File: src/rtl/splt_cpu_regs_axil.sv
`timescale 1ns/1ps
// splt_cpu_regs_axil
//
// AXI4-Lite register window for the splt stream splitter. Seven 32-bit
// registers at word offsets from C_BASE_ADDRESS:
//   0x00 ID      RO   returns id_reg
//   0x04 VERSION RO   returns version_reg
//   0x08 RESET   RW   drives reset_reg, reads back reset_reg
//   0x0C FLIP    RW   write -> cpu2ip_flip_reg, read <- ip2cpu_flip_reg
//   0x10 DEBUG   RW   write -> cpu2ip_debug_reg, read <- ip2cpu_debug_reg
//   0x14 PKTIN   RO   returns pktin_reg, pulses pktin_reg_clear
//   0x18 PKTOUT  RO   returns pktout_reg, pulses pktout_reg_clear
// Anything else in the window answers DECERR (reads return 32'hDEADBEEF).
//
// Ports:
//   S_AXI_*                 AXI4-Lite slave, clocked by S_AXI_ACLK, async
//                           active-low reset S_AXI_ARESETN
//   id_reg .. pktout_reg    datapath values returned on reads
//   reset_reg, cpu2ip_*     CPU-written values
//   pkt*_reg_clear          single-cycle clear-on-read strobes
//   resetn_sync/resetn_soft synchronized copy of S_AXI_ARESETN
//   cpu_resetn_soft         resetn_sync gated by reset_reg[0]
//
// Build option: SPLT_CPU_REGS_WSTRB_EN -- when defined, writes honour
// S_AXI_WSTRB byte lanes; otherwise every accepted write updates all bits.

module splt_cpu_regs_axil #(
    parameter logic [31:0] C_BASE_ADDRESS     = 32'h0000_0000,
    parameter int          C_S_AXI_DATA_WIDTH = 32,
    parameter int          C_S_AXI_ADDR_WIDTH = 32
) (
    input  logic                            S_AXI_ACLK,
    input  logic                            S_AXI_ARESETN,
    input  logic [C_S_AXI_ADDR_WIDTH-1:0]   S_AXI_AWADDR,
    input  logic                            S_AXI_AWVALID,
    output logic                            S_AXI_AWREADY,
    input  logic [C_S_AXI_DATA_WIDTH-1:0]   S_AXI_WDATA,
    input  logic [C_S_AXI_DATA_WIDTH/8-1:0] S_AXI_WSTRB,
    input  logic                            S_AXI_WVALID,
    output logic                            S_AXI_WREADY,
    output logic [1:0]                      S_AXI_BRESP,
    output logic                            S_AXI_BVALID,
    input  logic                            S_AXI_BREADY,
    input  logic [C_S_AXI_ADDR_WIDTH-1:0]   S_AXI_ARADDR,
    input  logic                            S_AXI_ARVALID,
    output logic                            S_AXI_ARREADY,
    output logic [C_S_AXI_DATA_WIDTH-1:0]   S_AXI_RDATA,
    output logic [1:0]                      S_AXI_RRESP,
    output logic                            S_AXI_RVALID,
    input  logic                            S_AXI_RREADY,
    input  logic [31:0]                     id_reg,
    input  logic [31:0]                     version_reg,
    output logic [31:0]                     reset_reg,
    input  logic [31:0]                     ip2cpu_flip_reg,
    output logic [31:0]                     cpu2ip_flip_reg,
    input  logic [31:0]                     ip2cpu_debug_reg,
    output logic [31:0]                     cpu2ip_debug_reg,
    input  logic [31:0]                     pktin_reg,
    output logic                            pktin_reg_clear,
    input  logic [31:0]                     pktout_reg,
    output logic                            pktout_reg_clear,
    output logic                            resetn_sync,
    output logic                            resetn_soft,
    output logic                            cpu_resetn_soft
);

    localparam int              AW   = C_S_AXI_ADDR_WIDTH;
    localparam int              DW   = C_S_AXI_DATA_WIDTH;
    localparam logic [AW-1:0]   BASE = AW'(C_BASE_ADDRESS);

    localparam logic [2:0] IDX_ID      = 3'd0;
    localparam logic [2:0] IDX_VERSION = 3'd1;
    localparam logic [2:0] IDX_RESET   = 3'd2;
    localparam logic [2:0] IDX_FLIP    = 3'd3;
    localparam logic [2:0] IDX_DEBUG   = 3'd4;
    localparam logic [2:0] IDX_PKTIN   = 3'd5;
    localparam logic [2:0] IDX_PKTOUT  = 3'd6;

    localparam logic [1:0] RESP_OKAY   = 2'b00;
    localparam logic [1:0] RESP_DECERR = 2'b11;

    logic          awready_q, awready_d;
    logic          bvalid_q,  bvalid_d;
    logic [1:0]    bresp_q,   bresp_d;
    logic          arready_q, arready_d;
    logic          rvalid_q,  rvalid_d;
    logic [1:0]    rresp_q,   rresp_d;
    logic [DW-1:0] rdata_q,   rdata_d;
    logic [31:0]   reset_reg_q, reset_reg_d;
    logic [31:0]   flip_q,      flip_d;
    logic [31:0]   debug_q,     debug_d;
    logic [1:0]    sync_q,      sync_d;

    logic [AW-1:0] wr_off, rd_off;
    logic [2:0]    wr_idx, rd_idx;
    logic          wr_hit, rd_hit;
    logic          wr_en,  rd_en;
    logic [31:0]   wr_mask;
    logic [31:0]   wr_data;
    logic          unused_ok;

    // Byte offset into the window; bits [1:0] select nothing.
    assign wr_off = S_AXI_AWADDR - BASE;
    assign rd_off = S_AXI_ARADDR - BASE;
    assign wr_idx = wr_off[4:2];
    assign rd_idx = rd_off[4:2];
    assign wr_hit = (wr_off[AW-1:5] == '0) && (wr_idx != 3'd7);
    assign rd_hit = (rd_off[AW-1:5] == '0) && (rd_idx != 3'd7);

    // READY is only ever high for one cycle, so a transfer is taken exactly
    // on the edge where READY and VALID coincide.
    assign wr_en   = awready_q & S_AXI_AWVALID & S_AXI_WVALID;
    assign rd_en   = arready_q & S_AXI_ARVALID;
    assign wr_data = S_AXI_WDATA;

`ifdef SPLT_CPU_REGS_WSTRB_EN
    assign wr_mask = {{8{S_AXI_WSTRB[3]}}, {8{S_AXI_WSTRB[2]}},
                      {8{S_AXI_WSTRB[1]}}, {8{S_AXI_WSTRB[0]}}};
`else
    assign wr_mask = 32'hFFFF_FFFF;
`endif

    assign unused_ok = &{1'b0, wr_off[1:0], rd_off[1:0], S_AXI_WSTRB};

    always_comb begin
        awready_d   = S_AXI_AWVALID & S_AXI_WVALID & ~bvalid_q & ~awready_q;
        bvalid_d    = bvalid_q;
        bresp_d     = bresp_q;
        reset_reg_d = reset_reg_q;
        flip_d      = flip_q;
        debug_d     = debug_q;

        if (bvalid_q && S_AXI_BREADY) begin
            bvalid_d = 1'b0;
        end
        if (wr_en) begin
            bvalid_d = 1'b1;
            bresp_d  = wr_hit ? RESP_OKAY : RESP_DECERR;
            if (wr_hit) begin
                case (wr_idx)
                    IDX_RESET: reset_reg_d = (reset_reg_q & ~wr_mask) | (wr_data & wr_mask);
                    IDX_FLIP:  flip_d      = (flip_q      & ~wr_mask) | (wr_data & wr_mask);
                    IDX_DEBUG: debug_d     = (debug_q     & ~wr_mask) | (wr_data & wr_mask);
                    default:   ;
                endcase
            end
        end
    end

    always_comb begin
        arready_d        = S_AXI_ARVALID & ~rvalid_q & ~arready_q;
        rvalid_d         = rvalid_q;
        rresp_d          = rresp_q;
        rdata_d          = rdata_q;
        pktin_reg_clear  = 1'b0;
        pktout_reg_clear = 1'b0;

        if (rvalid_q && S_AXI_RREADY) begin
            rvalid_d = 1'b0;
        end
        if (rd_en) begin
            rvalid_d = 1'b1;
            rresp_d  = rd_hit ? RESP_OKAY : RESP_DECERR;
            if (!rd_hit) begin
                rdata_d = 32'hDEAD_BEEF;
            end else begin
                case (rd_idx)
                    IDX_ID:      rdata_d = id_reg;
                    IDX_VERSION: rdata_d = version_reg;
                    IDX_RESET:   rdata_d = reset_reg_q;
                    IDX_FLIP:    rdata_d = ip2cpu_flip_reg;
                    IDX_DEBUG:   rdata_d = ip2cpu_debug_reg;
                    IDX_PKTIN:   rdata_d = pktin_reg;
                    IDX_PKTOUT:  rdata_d = pktout_reg;
                    default:     rdata_d = 32'hDEAD_BEEF;
                endcase
                // The strobe coincides with the capture edge, so the datapath
                // clears exactly the value that was returned.
                pktin_reg_clear  = (rd_idx == IDX_PKTIN);
                pktout_reg_clear = (rd_idx == IDX_PKTOUT);
            end
        end
    end

    assign sync_d = {sync_q[0], 1'b1};

    always_ff @(posedge S_AXI_ACLK or negedge S_AXI_ARESETN) begin
        if (!S_AXI_ARESETN) begin
            awready_q   <= 1'b0;
            bvalid_q    <= 1'b0;
            bresp_q     <= 2'b00;
            arready_q   <= 1'b0;
            rvalid_q    <= 1'b0;
            rresp_q     <= 2'b00;
            rdata_q     <= '0;
            reset_reg_q <= '0;
            flip_q      <= '0;
            debug_q     <= '0;
            sync_q      <= 2'b00;
        end else begin
            awready_q   <= awready_d;
            bvalid_q    <= bvalid_d;
            bresp_q     <= bresp_d;
            arready_q   <= arready_d;
            rvalid_q    <= rvalid_d;
            rresp_q     <= rresp_d;
            rdata_q     <= rdata_d;
            reset_reg_q <= reset_reg_d;
            flip_q      <= flip_d;
            debug_q     <= debug_d;
            sync_q      <= sync_d;
        end
    end

    assign S_AXI_AWREADY    = awready_q;
    assign S_AXI_WREADY     = awready_q;
    assign S_AXI_BVALID     = bvalid_q;
    assign S_AXI_BRESP      = bresp_q;
    assign S_AXI_ARREADY    = arready_q;
    assign S_AXI_RVALID     = rvalid_q;
    assign S_AXI_RRESP      = rresp_q;
    assign S_AXI_RDATA      = rdata_q;
    assign reset_reg        = reset_reg_q;
    assign cpu2ip_flip_reg  = flip_q;
    assign cpu2ip_debug_reg = debug_q;
    assign resetn_sync      = sync_q[1];
    assign resetn_soft      = sync_q[1];
    assign cpu_resetn_soft  = sync_q[1] & ~reset_reg_q[0];

endmodule

File: config.mk
export PLATFORM = sky130hd
export DESIGN_NAME = splt_cpu_regs_axil
export DESIGN_NICKNAME = d
export VERILOG_FILES = /design/src/rtl/splt_cpu_regs_axil.sv
export SDC_FILE = /design/constraint.sdc
export NUM_CORES = 1
export LEC_CHECK = 0
export BUFFER_PORTS_ARGS = -buffer_cell sky130_fd_sc_hd__buf_2
export CAP_MARGIN = 0
export CORE_AREA = 2 2 174 176
export DETAILED_ROUTE_END_ITERATION = 8
export DIE_AREA = 0 0 176 178
export PLACE_DENSITY = 0.6
export SETUP_SLACK_MARGIN = 0.5
export SYNTH_ARGS = -nofsm -noshare
export SYNTH_HDL_FRONTEND = slang
export SYNTH_SLANG_ARGS = --single-unit
export TNS_END_PERCENT = 100
File: constraint.sdc
create_clock -name S_AXI_ACLK -period 5.6 [get_ports S_AXI_ACLK]
set_input_delay 0 -clock S_AXI_ACLK [delete_from_list [all_inputs] [get_ports S_AXI_ACLK]]
set_output_delay 0 -clock S_AXI_ACLK [all_outputs]
set_load 0.005 [all_outputs]
Yosys cells after proc, flatten, opt, wreduce, memory -nomap -nowiden
Index checks and enable logic that the tools add are counted.

operators by class
  multiplexer cells = 12
  equality and inequality tests = 11
  bitwise logic cells = 14
  reductions and logical operators = 12

operators by type and width
  operator                                                                number
  32-bit case mux with 7 select lines                                     1
  27-bit logical NOT                                                      2
  32-bit two-way mux                                                      1
  3-bit by 2-bit equality test with 1-bit output (second input constant)  4
  3-bit equality test (second input constant)                             4
  1-bit AND                                                               9
  3-bit AND reduction                                                     3
  1-bit two-way mux                                                       8
  3-bit inequality test (second input constant)                           2
  1-bit inverter                                                          5
  1-bit logical AND                                                       4
  2-bit two-way mux                                                       2
  2-bit nonzero test                                                      2
  3-bit by 1-bit equality test with 1-bit output (second input constant)  1
  3-bit logical NOT                                                       1

storage, ports and cells
  output and inout port bits = 142
  input bits = 299
  flip-flop bits (word level) = 138

Longest topological paths before layout
Gate-level depths: netlist of the first run.

  word-level depth = 4
  gate-level depth with buffers = 8

Worst setup path after synthesis of the first run
Ideal clock, no wire load.

  path type = register to register
  start = reg awready_q (netlist: S_AXI_AWREADY)
  end = reg debug_q[10] (netlist: cpu2ip_debug_reg[10])
  library setup time = 125 ps
  arrival = 1977 ps
  cell stages (with the launch flop) = 7
  setup slack = 3498 ps
  cells stage by stage = dfrtp_1 -> nand3_2 -> or4b_1 -> or4_1 -> buf_6 -> buf_12 -> mux2_4

between the ends
  longest elaborated chain between the ends = 3

ends and longest elaborated chain
  item                                  line  source
  start, declared                       82    logic awready_q, awready_d;
  start signal, assigned                201   awready_q <= awready_d;
  1-bit AND (2 in a row)                112   assign wr_en = awready_q & S_AXI_AWVALID & S_AXI_WVALID;
  3-bit AND reduction (no source line)  n/a
  end signal, assigned                  210   debug_q <= debug_d;
  end, declared                         91    logic [31:0] debug_q, debug_d;

Every way passes these cells.
A chain may end at the register's enable or synchronous reset.

Worst setup path in the final report of the first run
  start = reg awready_q (netlist: S_AXI_AWREADY)
  end = reg debug_q[22] (netlist: cpu2ip_debug_reg[22])

Same word-level chain as after synthesis.

==> results.yml, run 1 <==
floorplanning:
  die_x_um: 176
  core_area_um2: 29400
  rows: 63
  start_util: 0.241
  fp.dieArea_um2: 31300
  die_h_um: 178
  ioPinCount: 441
pwr:
  p_leak_nw: 5.54
  powerDensity_nw_per_um2: 231
  ir_drop_uv: 156
cts:
  ctsResizeCount: 0
  cts_setup_buffers: 0
  cts_sinks: 136
  ctsRootBufferMaster: "clkbuf_16"
  ctsHtreeMaxLevel: 4
  clock_path_buffers: 2
  holdBufCountCts: 53
  clkSlewWorstSetupHoldPaths_ns: 0.07
  cts_tree: "done"
  numCtsBuffers: 17
  insertion_delay_ns: 0.42
run:
  max-cap-violations: 0
synthesis:
  synthTopCellsByCount: "dfrtp_1 (136), mux2_2 (75), nand2_1 (33)"
  synth_cell_types: 46
  syn_area_um2: 7100
  ys_async_sr_fraction: 1.00
  synth_edf_count: 0
  synthTopCellsByArea: "dfrtp_1 (48%), mux2_2 (12%), mux4_2 (6.7%)"
  yosysWarnings: 0
  ys_seq_area_frac: 0.479
  ys.flop_type: "dfrtp_1"
  netlist_instances: 564
  synth_seq_cells: 136
  synth_top_area_frac: 0.479
  synth.most_common_cell: "dfrtp_1"
  avgSynthCellArea_um2: 12.6
  synth_area_leader_cell: "dfrtp_1"
  synth_nets: 863
critical_path:
  path_class: "flip-flop to flip-flop"
  arrival_ns: 3.07
  r2r_slack_ns: 2.82
  r2r_start: "S_AXI_AWREADY"
  cp_slowest_cell: "or4_2"
  crit_required_ns: 5.90
  path_max_fanout: 21
  worst_r2r_endpoint: "cpu2ip_debug_reg[22]"
  max_stage_delay_ns: 0.86
  critical_path.cell_chain: "nand3_2, or4b_1, or4_2, buf_4, mux2_4"
  ff2ff_path_depth: 5
  cp-startpoint: "S_AXI_AWREADY"
  worstSetupStartpointType: "flip-flop"
  endpoint_kind: "flip-flop"
place:
  gp_congestion: 0.821
  portBuffers: 432
  hpwl_um: 22400
min_path:
  holdPathStages: 5
  hp-class: "input port to flip-flop"
  hold_start: "ip2cpu_flip_reg[7]"
  hold_end: "S_AXI_RDATA[7]"
timing:
  slew_headroom: 0.227
  tightest_slew_ns: 1.16
  fin_crit_sh: 0.496
  slew_viol_final: 0
  hold_ws_ns: 0.00110
  hold_viol: 0
  grt_setup_unrepaired: "no"
  setup-tns-final_ns: 0
  skew_ns: 0.0186
  max_freq_mhz: 360
  finalSetupViolCount: 0
  period_needed_ns: 2.78
detailed_routing:
  drtAntennaViolNets: 0
  drtIter0Drc: 271
  firstDrtPassIters: 4
  wl_per_cell_um: 20.6
  drc: 0
  wl_um: 29600
  num_vias: 6735
  via_per_inst: 4.68
global_route:
  grt_pass1_wl_um: 42300
  first_global_vias: 6866
  grt_overflow: 0
  grt_max_degree: 82
  antenna_found_initial: 8
  grt_use_total: 0.182
run_status:
  status: "complete, no violations"
finish:
  syn2layout_area_growth_pct: 50.9
  final_nets: 1330
  n_fill_cell: 2963
  post-route-util: 0.364
  drive_gt1_frac: 0.584
-- per-layer routing --
layer / GRT usage / vias to the layer above / wire length [um]
li1: - / 3072 / -
met1: 0.231 / 3308 / 12700
met2: 0.305 / 312 / 14200
met3: 0.0418 / 39 / 1950
met4: 0.0665 / 4 / 735
met5: 0 / - / 24
-- critical path, delay by kind of cell (launching register included) --
family	cells	cell delay, ns
mux	1	0.34
buf+inv	1	0.39
flops	1	0.40
simple gates	3	1.50
-- through the flow --
stage / total power, mW / instances / area (um^2) / setup slack, ns
global route: 2.58 / 1437 / 10700 / 2.70
detailed placement: 1.31 / 1349 / 9590 / 2.80
floorplan: 1.13 / 564 / 7100 / 3.50
CTS: 2.51 / 1434 / 10700 / 2.79
finish: 2.47 / 1439 / 10700 / 2.82
global placement: 1.31 / 1349 / 9590 / 2.86
-- placed cells by master (no fill, tap or decap), drive strengths merged, types with 2 or more instances in the layout --
| cell | n |
|---|---|
| nand3b | 5 |
| buf | 443 |
| nor2 | 28 |
| nor4 | 14 |
| nand3 | 8 |
| mux2 | 109 |
| a22o | 8 |
| clkinvlp | 3 |
| nor3 | 5 |
| o22a | 3 |
| mux4 | 21 |
| clkbuf | 17 |
| nand2 | 33 |
| nand4 | 2 |
| nor2b | 6 |
| inv | 14 |
| dfrtp | 136 |
| a221oi | 14 |
| a22oi | 13 |
| a211oi | 2 |
| or4b | 2 |
| mux2i | 23 |
| o2bb2ai | 12 |
| o22ai | 2 |
| o21ai | 16 |
| dlygate4sd3 | 53 |
| a21oi | 15 |
| diode | 5 |
| or4 | 2 |
| o211ai | 5 |
| a31oi | 15 |
| and2 | 2 |
| or2 | 2 |
| and3 | 4 |
-- layout make-up --
cell class                 instances  area (um^2)  area share
multi-input combinational        376         3430       0.320
clock inverter                    15          155      0.0145
clock buffer                      17          425      0.0397
inverter                           4         15.0     0.00140
sequential                       136         3400       0.318
tap                              390          488      0.0456
timing repair buffer             496         2790       0.260
antenna                            5         12.5     0.00117
-- worst max path at each step --
stage                                 to  cells past startpoint  slack, ns
CTS                 cpu2ip_debug_reg[19]                      5       2.79
finish              cpu2ip_debug_reg[22]                      5       2.82
global placement    cpu2ip_debug_reg[22]                      5       2.86
detailed placement  cpu2ip_debug_reg[30]                      5       2.80
floorplan           cpu2ip_debug_reg[10]                      6       3.50
global route        cpu2ip_debug_reg[20]                      5       2.70
-- report_power, final --
| group | total, mW | switching (mW) | leakage [nW] | internal [mW] |
|---|---|---|---|---|
| clock | 1.15 | 0.518 | 0.279 | 0.632 |
| sequential | 0.992 | 0.00447 | 1.76 | 0.988 |
| combinational | 0.328 | 0.160 | 3.50 | 0.168 |
| total | 2.47 | 0.682 | 5.54 | 1.79 |
-- logic make-up after synthesis --
family                 Yosys count  synth area share
muxes                          153             0.288
and+or+nand+nor                115            0.0853
other                            1          0.000528
AOI/OAI and AO/OA              107             0.106
buffers and inverters           52            0.0412
DFF                            136             0.479
(Power assumes the default switching activity.)
==> inputs of run 2 (changes only) <==
CORE_AREA = 2 2 169 171   (was 2 2 174 176)
DIE_AREA = 0 0 171 173   (was 0 0 176 178)
PLACE_DENSITY = 0.63   (was 0.6)
clock period = 2.7 ns   (was 5.6 ns; I/O delays follow)
==> results.yml, run 2 (same netlist as run 1, synthesis figures left out) <==
run_status:
  status: "complete, no violations"
floorplanning:
  ioPinCount: 441
  rows: 61
  core_area_um2: 27600
  start_util: 0.257
  die_x_um: 171
  fp.dieArea_um2: 29600
  die_h_um: 173
timing:
  max_freq_mhz: 463
  slew_headroom: 0.451
  tightest_slew_ns: 0.822
  grt_setup_unrepaired: "yes"
  skew_ns: 0.0150
  setup-tns-final_ns: 0
  hold_viol: 0
  finalSetupViolCount: 0
  slew_viol_final: 0
  period_needed_ns: 2.16
  fin_crit_sh: 0.800
place:
  portBuffers: 432
  gp_congestion: 0.878
  hpwl_um: 22800
cts:
  insertion_delay_ns: 0.42
  clkSlewWorstSetupHoldPaths_ns: 0.07
  clock_path_buffers: 2
  numCtsBuffers: 17
  cts_tree: "done"
  ctsRootBufferMaster: "clkbuf_16"
  ctsHtreeMaxLevel: 4
  cts_sinks: 136
min_path:
  hp-class: "input port to flip-flop"
run:
  max-cap-violations: 0
finish:
  final_cell_mix: "buf_2 (430), dfrtp_1 (136), mux2_2 (75), dlygate4sd3_1 (56), nand2_1 (33)"
  syn2layout_area_growth_pct: 53.0
  n_fill_cell: 2712
  drive_gt1_frac: 0.587
  final_nets: 1344
  post-route-util: 0.393
  final_common_cell: "buf_2"
  multi_input_area_um2: 3430
  final-seq-area_um2: 3400
pwr:
  p_seq_frac: 0.404
  p_total_mw: 5.09
  ir_drop_uv: 322
  pwr-share-clk: 0.458
  switching_share: 0.284
  combPwrFrac: 0.137
  powerDensity_nw_per_um2: 468
  p_int_mw: 3.64
  net-switching-power_mw: 1.45
  p_leak_nw: 5.62
global_route:
  use_met1: 0.241
  first_global_vias: 7233
  grt_use_met3: 0.0382
  grt_busiest_layer: "met2"
  grt_use_met2: 0.350
  grt_pass1_wl_um: 43600
  grt_use_total: 0.200
  grt_overflow: 0
  antenna_found_initial: 10
  grt_max_degree: 64
critical_path:
  path_max_fanout: 16
  crit_required_ns: 3.00
  worstSetupStartpointType: "flip-flop"
  endpoint_kind: "flip-flop"
  arrival_ns: 2.46
  path_class: "flip-flop to flip-flop"
detailed_routing:
  via_per_inst: 4.76
  firstDrtPassIters: 6
  drtIter0Drc: 445
  num_vias: 6868
  drc: 0
  wl_um: 30200
  wl_per_cell_um: 20.9
  drtAntennaViolNets: 0
[run 2: cell count changes in the layout (fill, tap and decap cells not counted), moves of 2 or more]
cell | previous run | this run
buf_12 | 0 | 3
buf_4 | 13 | 19
clkinv_4 | 0 | 2
diode_2 | 5 | 7
dlygate4sd3_1 | 53 | 56
inv_6 | 6 | 3
inv_8 | 4 | 6
[run 2: final timing paths]
kind                                    start                  end  slack, ns  cells after the start
hold reg to reg                     sync_q[0]            sync_q[1]       0.36                      0
max in group asynchronous       S_AXI_ARESETN       S_AXI_RDATA[7]       1.76                      3
hold / removal             ip2cpu_flip_reg[9]       S_AXI_RDATA[9]       0.03                      4
setup reg to reg                S_AXI_AWREADY  cpu2ip_debug_reg[4]       0.54                      5
setup / recovery                S_AXI_AWREADY  cpu2ip_debug_reg[4]       0.54                      5
min in group asynchronous       S_AXI_ARESETN       S_AXI_RDATA[8]       0.07                      2
[run 2: cell type report]
class,count,share of cell area
inverter,4,0.00138
sequential,136,0.313
tap,378,0.0435
timing repair buffer,510,0.272
antenna,7,0.00161
clock buffer,17,0.0391
clock inverter,15,0.0138
multi-input combinational,376,0.315
[run 2: metrics by stage]
| step | setup slack, ns | std cells | cell area (um^2) | hold WS [ns] |
|---|---|---|---|---|
| global placement | 0.400 | 1346 | 9680 | -0.0538 |
| CTS | 0.513 | 1436 | 10800 | 0.0000900 |
| global route | 0.474 | 1441 | 10900 | 0.0200 |
| finish | 0.540 | 1443 | 10900 | 0.0274 |
| floorplan | 0.598 | 564 | 7100 | -0.296 |
| detailed placement | 0.353 | 1346 | 9680 | -0.0474 |
[run 2: metal layers]
metal	vias up	wire (um)
met4	2	831
met1	3374	12400
met5	-	13
li1	3116	-
met3	39	1840
met2	337	15100
[run 2: worst max-delay path, cell delays in order, from the launching register on]
cell     delay [ns]
dfrtp_1        0.36
nand3_2        0.13
or4b_1         0.53
or4_4          0.50
buf_16         0.21
mux2_4         0.30
[run 2: what timing repair did]
| item | CTS | global route |
|---|---|---|
| resized for setup | 2 | 0 |
| hold buffers | 56 | 0 |
| endpoints found under the setup margin | 35 | 43 |
| gates cloned | 1 | 0 |
| setup buffers | 1 | 0 |
| endpoints found under the hold margin | 214 | 0 |
[run 2: power groups by stage]
stage	clock network, mW	logic [mW]	registers (mW)
after floorplan	0	0.252	2.10
after global placement	0	0.631	2.10
after detailed placement	0	0.637	2.10
after CTS	2.42	0.703	2.06
after global routing	2.51	0.756	2.06
final	2.33	0.699	2.06
==> inputs of run 3 (changes only) <==
PLACE_DENSITY = 0.64   (was 0.63)
clock period = 1.8 ns   (was 2.7 ns; I/O delays follow)
==> results.yml, run 3 (same netlist as run 1, synthesis figures left out) <==
floorplanning:
  start_util: 0.257
  core_area_um2: 27600
  ioPinCount: 441
  rows: 61
  fp.dieArea_um2: 29600
  die_h_um: 173
  die_x_um: 171
global_route:
  grt_overflow: 0
  grt_use_total: 0.219
  antenna_found_initial: 9
  first_global_vias: 7544
  grt_pass1_wl_um: 47400
  grt_max_degree: 52
finish:
  syn2layout_area_growth_pct: 71.8
  multi_input_area_um2: 3810
  n_fill_cell: 2618
  final-seq-area_um2: 3410
  final_cell_mix: "buf_2 (426), dfrtp_1 (133), mux2_4 (68), dlygate4sd3_1 (52), buf_4 (48)"
  final_nets: 1409
  post-route-util: 0.442
  final_common_cell: "buf_2"
  fin_cells: 1507
  drive_gt1_frac: 0.646
cts:
  ctsRootBufferMaster: "clkbuf_16"
  clkSlewWorstSetupHoldPaths_ns: 0.08
  insertion_delay_ns: 0.42
  cts_tree: "done"
  cts_sinks: 136
  numCtsBuffers: 17
  ctsHtreeMaxLevel: 4
  clock_path_buffers: 2
timing:
  setup_slack_ns: -0.286
  skew_ns: 0.0194
  hold_viol: 0
  hold_ws_ns: 0.0153
  period_needed_ns: 2.09
  setup-tns-final_ns: -20.58
  fin_crit_sh: 1.16
  grt_setup_unrepaired: "yes"
  finalSetupViolCount: 96
  max_freq_mhz: 479
  slew_viol_final: 0
  tightest_slew_ns: 0.534
  slew_headroom: 0.644
critical_path:
  worst_r2r_endpoint: "cpu2ip_debug_reg[22]"
  path_class: "flip-flop to flip-flop"
  critPathBufInv: 1
  critical_path.cell_chain: "nand3_2, or4b_1, or4_4, buf_12, mux2_4"
  arrival_ns: 2.38
  cp_slowest_cell: "or4b_1"
  endpoint_kind: "flip-flop"
  r2r_slack_ns: -0.29
  r2r_start: "S_AXI_AWREADY"
  max_stage_delay_ns: 0.51
  crit_required_ns: 2.10
  ff2ff_path_depth: 5
  path_max_fanout: 20
  cp_top_family: "simple AND/OR/NAND/NOR gates"
  worstSetupStartpointType: "flip-flop"
place:
  dp_slack_ns: -0.493
  dpl.cell_count: 1377
  hpwl_um: 24400
  portBuffers: 432
  gp_congestion: 0.863
pwr:
  pwr-share-clk: 0.480
  powerDensity_nw_per_um2: 668
  net-switching-power_mw: 2.11
  p_int_mw: 6.03
  combPwrFrac: 0.141
  switching_share: 0.259
  ir_drop_uv: 390
  p_seq_frac: 0.379
  p_leak_nw: 6.17
min_path:
  hp-class: "input port to flip-flop"
  hold_end: "S_AXI_RDATA[9]"
  hold_start: "ip2cpu_debug_reg[9]"
  holdPathStages: 4
detailed_routing:
  firstDrtPassIters: 5
  wl_per_cell_um: 22.2
  drtIter0Drc: 396
  num_vias: 7195
  drc: 0
  via_per_inst: 4.77
  drtAntennaViolNets: 0
  wl_um: 33400
run_status:
  violations: "negative setup slack"
  status: "complete, but fails checks"
run:
  max-cap-violations: 0
## run 3: power groups by stage
stage	clock network (mW)	logic, mW	registers (mW)
floorplan	0	0.390	3.15
global placement	0	1.01	3.14
detailed placement	0	1.02	3.15
CTS	3.99	1.13	3.09
global route	4.15	1.24	3.09
finish	3.91	1.15	3.09
## run 3: worst reg2reg max path, delay by kind of cell, from the launching register on
kind,cells,cell delay [ns]
and+or+nand+nor,3,1.08
DFF,1,0.36
muxes,1,0.32
buffers and inverters,1,0.20
## run 3: cell type report
| type | instances | area share |
|---|---|---|
| Timing Repair Buffer | 575 | 0.315 |
| Multi-Input combinational cell | 376 | 0.313 |
| Sequential cell | 136 | 0.279 |
| Tap cell | 378 | 0.0388 |
| Clock buffer | 18 | 0.0352 |
| Clock inverter | 14 | 0.0170 |
| Inverter | 4 | 0.00123 |
| Antenna cell | 6 | 0.00123 |
## run 3: how the worst max path moves through the flow
stage | slack [ns] | from | to | cells past startpoint
6_report | -0.29 | S_AXI_AWREADY | cpu2ip_debug_reg[22] | 5
5_1_grt | -0.35 | S_AXI_AWREADY | cpu2ip_debug_reg[30] | 5
4_1_cts | -0.29 | S_AXI_AWREADY | cpu2ip_debug_reg[22] | 5
3_5_place_dp | -0.49 | S_AXI_AWREADY | cpu2ip_debug_reg[3] | 5
3_3_place_gp | -0.46 | S_AXI_AWREADY | cpu2ip_debug_reg[4] | 5
2_1_floorplan | -0.29 | S_AXI_AWREADY | cpu2ip_debug_reg[10] | 6
## run 3: repair_timing
item	in CTS	in global routing
endpoints found under the hold margin	212	1
hold buffers	51	1
pin swaps	24	15
setup buffers	21	11
resized for setup	80	31
cloned	8	0
endpoints found under the setup margin	106	131
## run 3: per-stage QoR
| stage | area [um^2] | power (mW) |
|---|---|---|
| final | 12200 | 8.14 |
| after global routing | 12200 | 8.48 |
| after CTS | 11900 | 8.21 |
| after detailed placement | 10000 | 4.16 |
| after global placement | 10000 | 4.15 |
| after floorplan | 7210 | 3.54 |
## run 3: per-layer routing
layer	track usage	up-vias	share of wire
met5	0	-	0.0015
met4	0.0590	8	0.019
li1	-	3238	-
met3	0.0572	38	0.070
met2	0.385	359	0.51
met1	0.264	3552	0.40
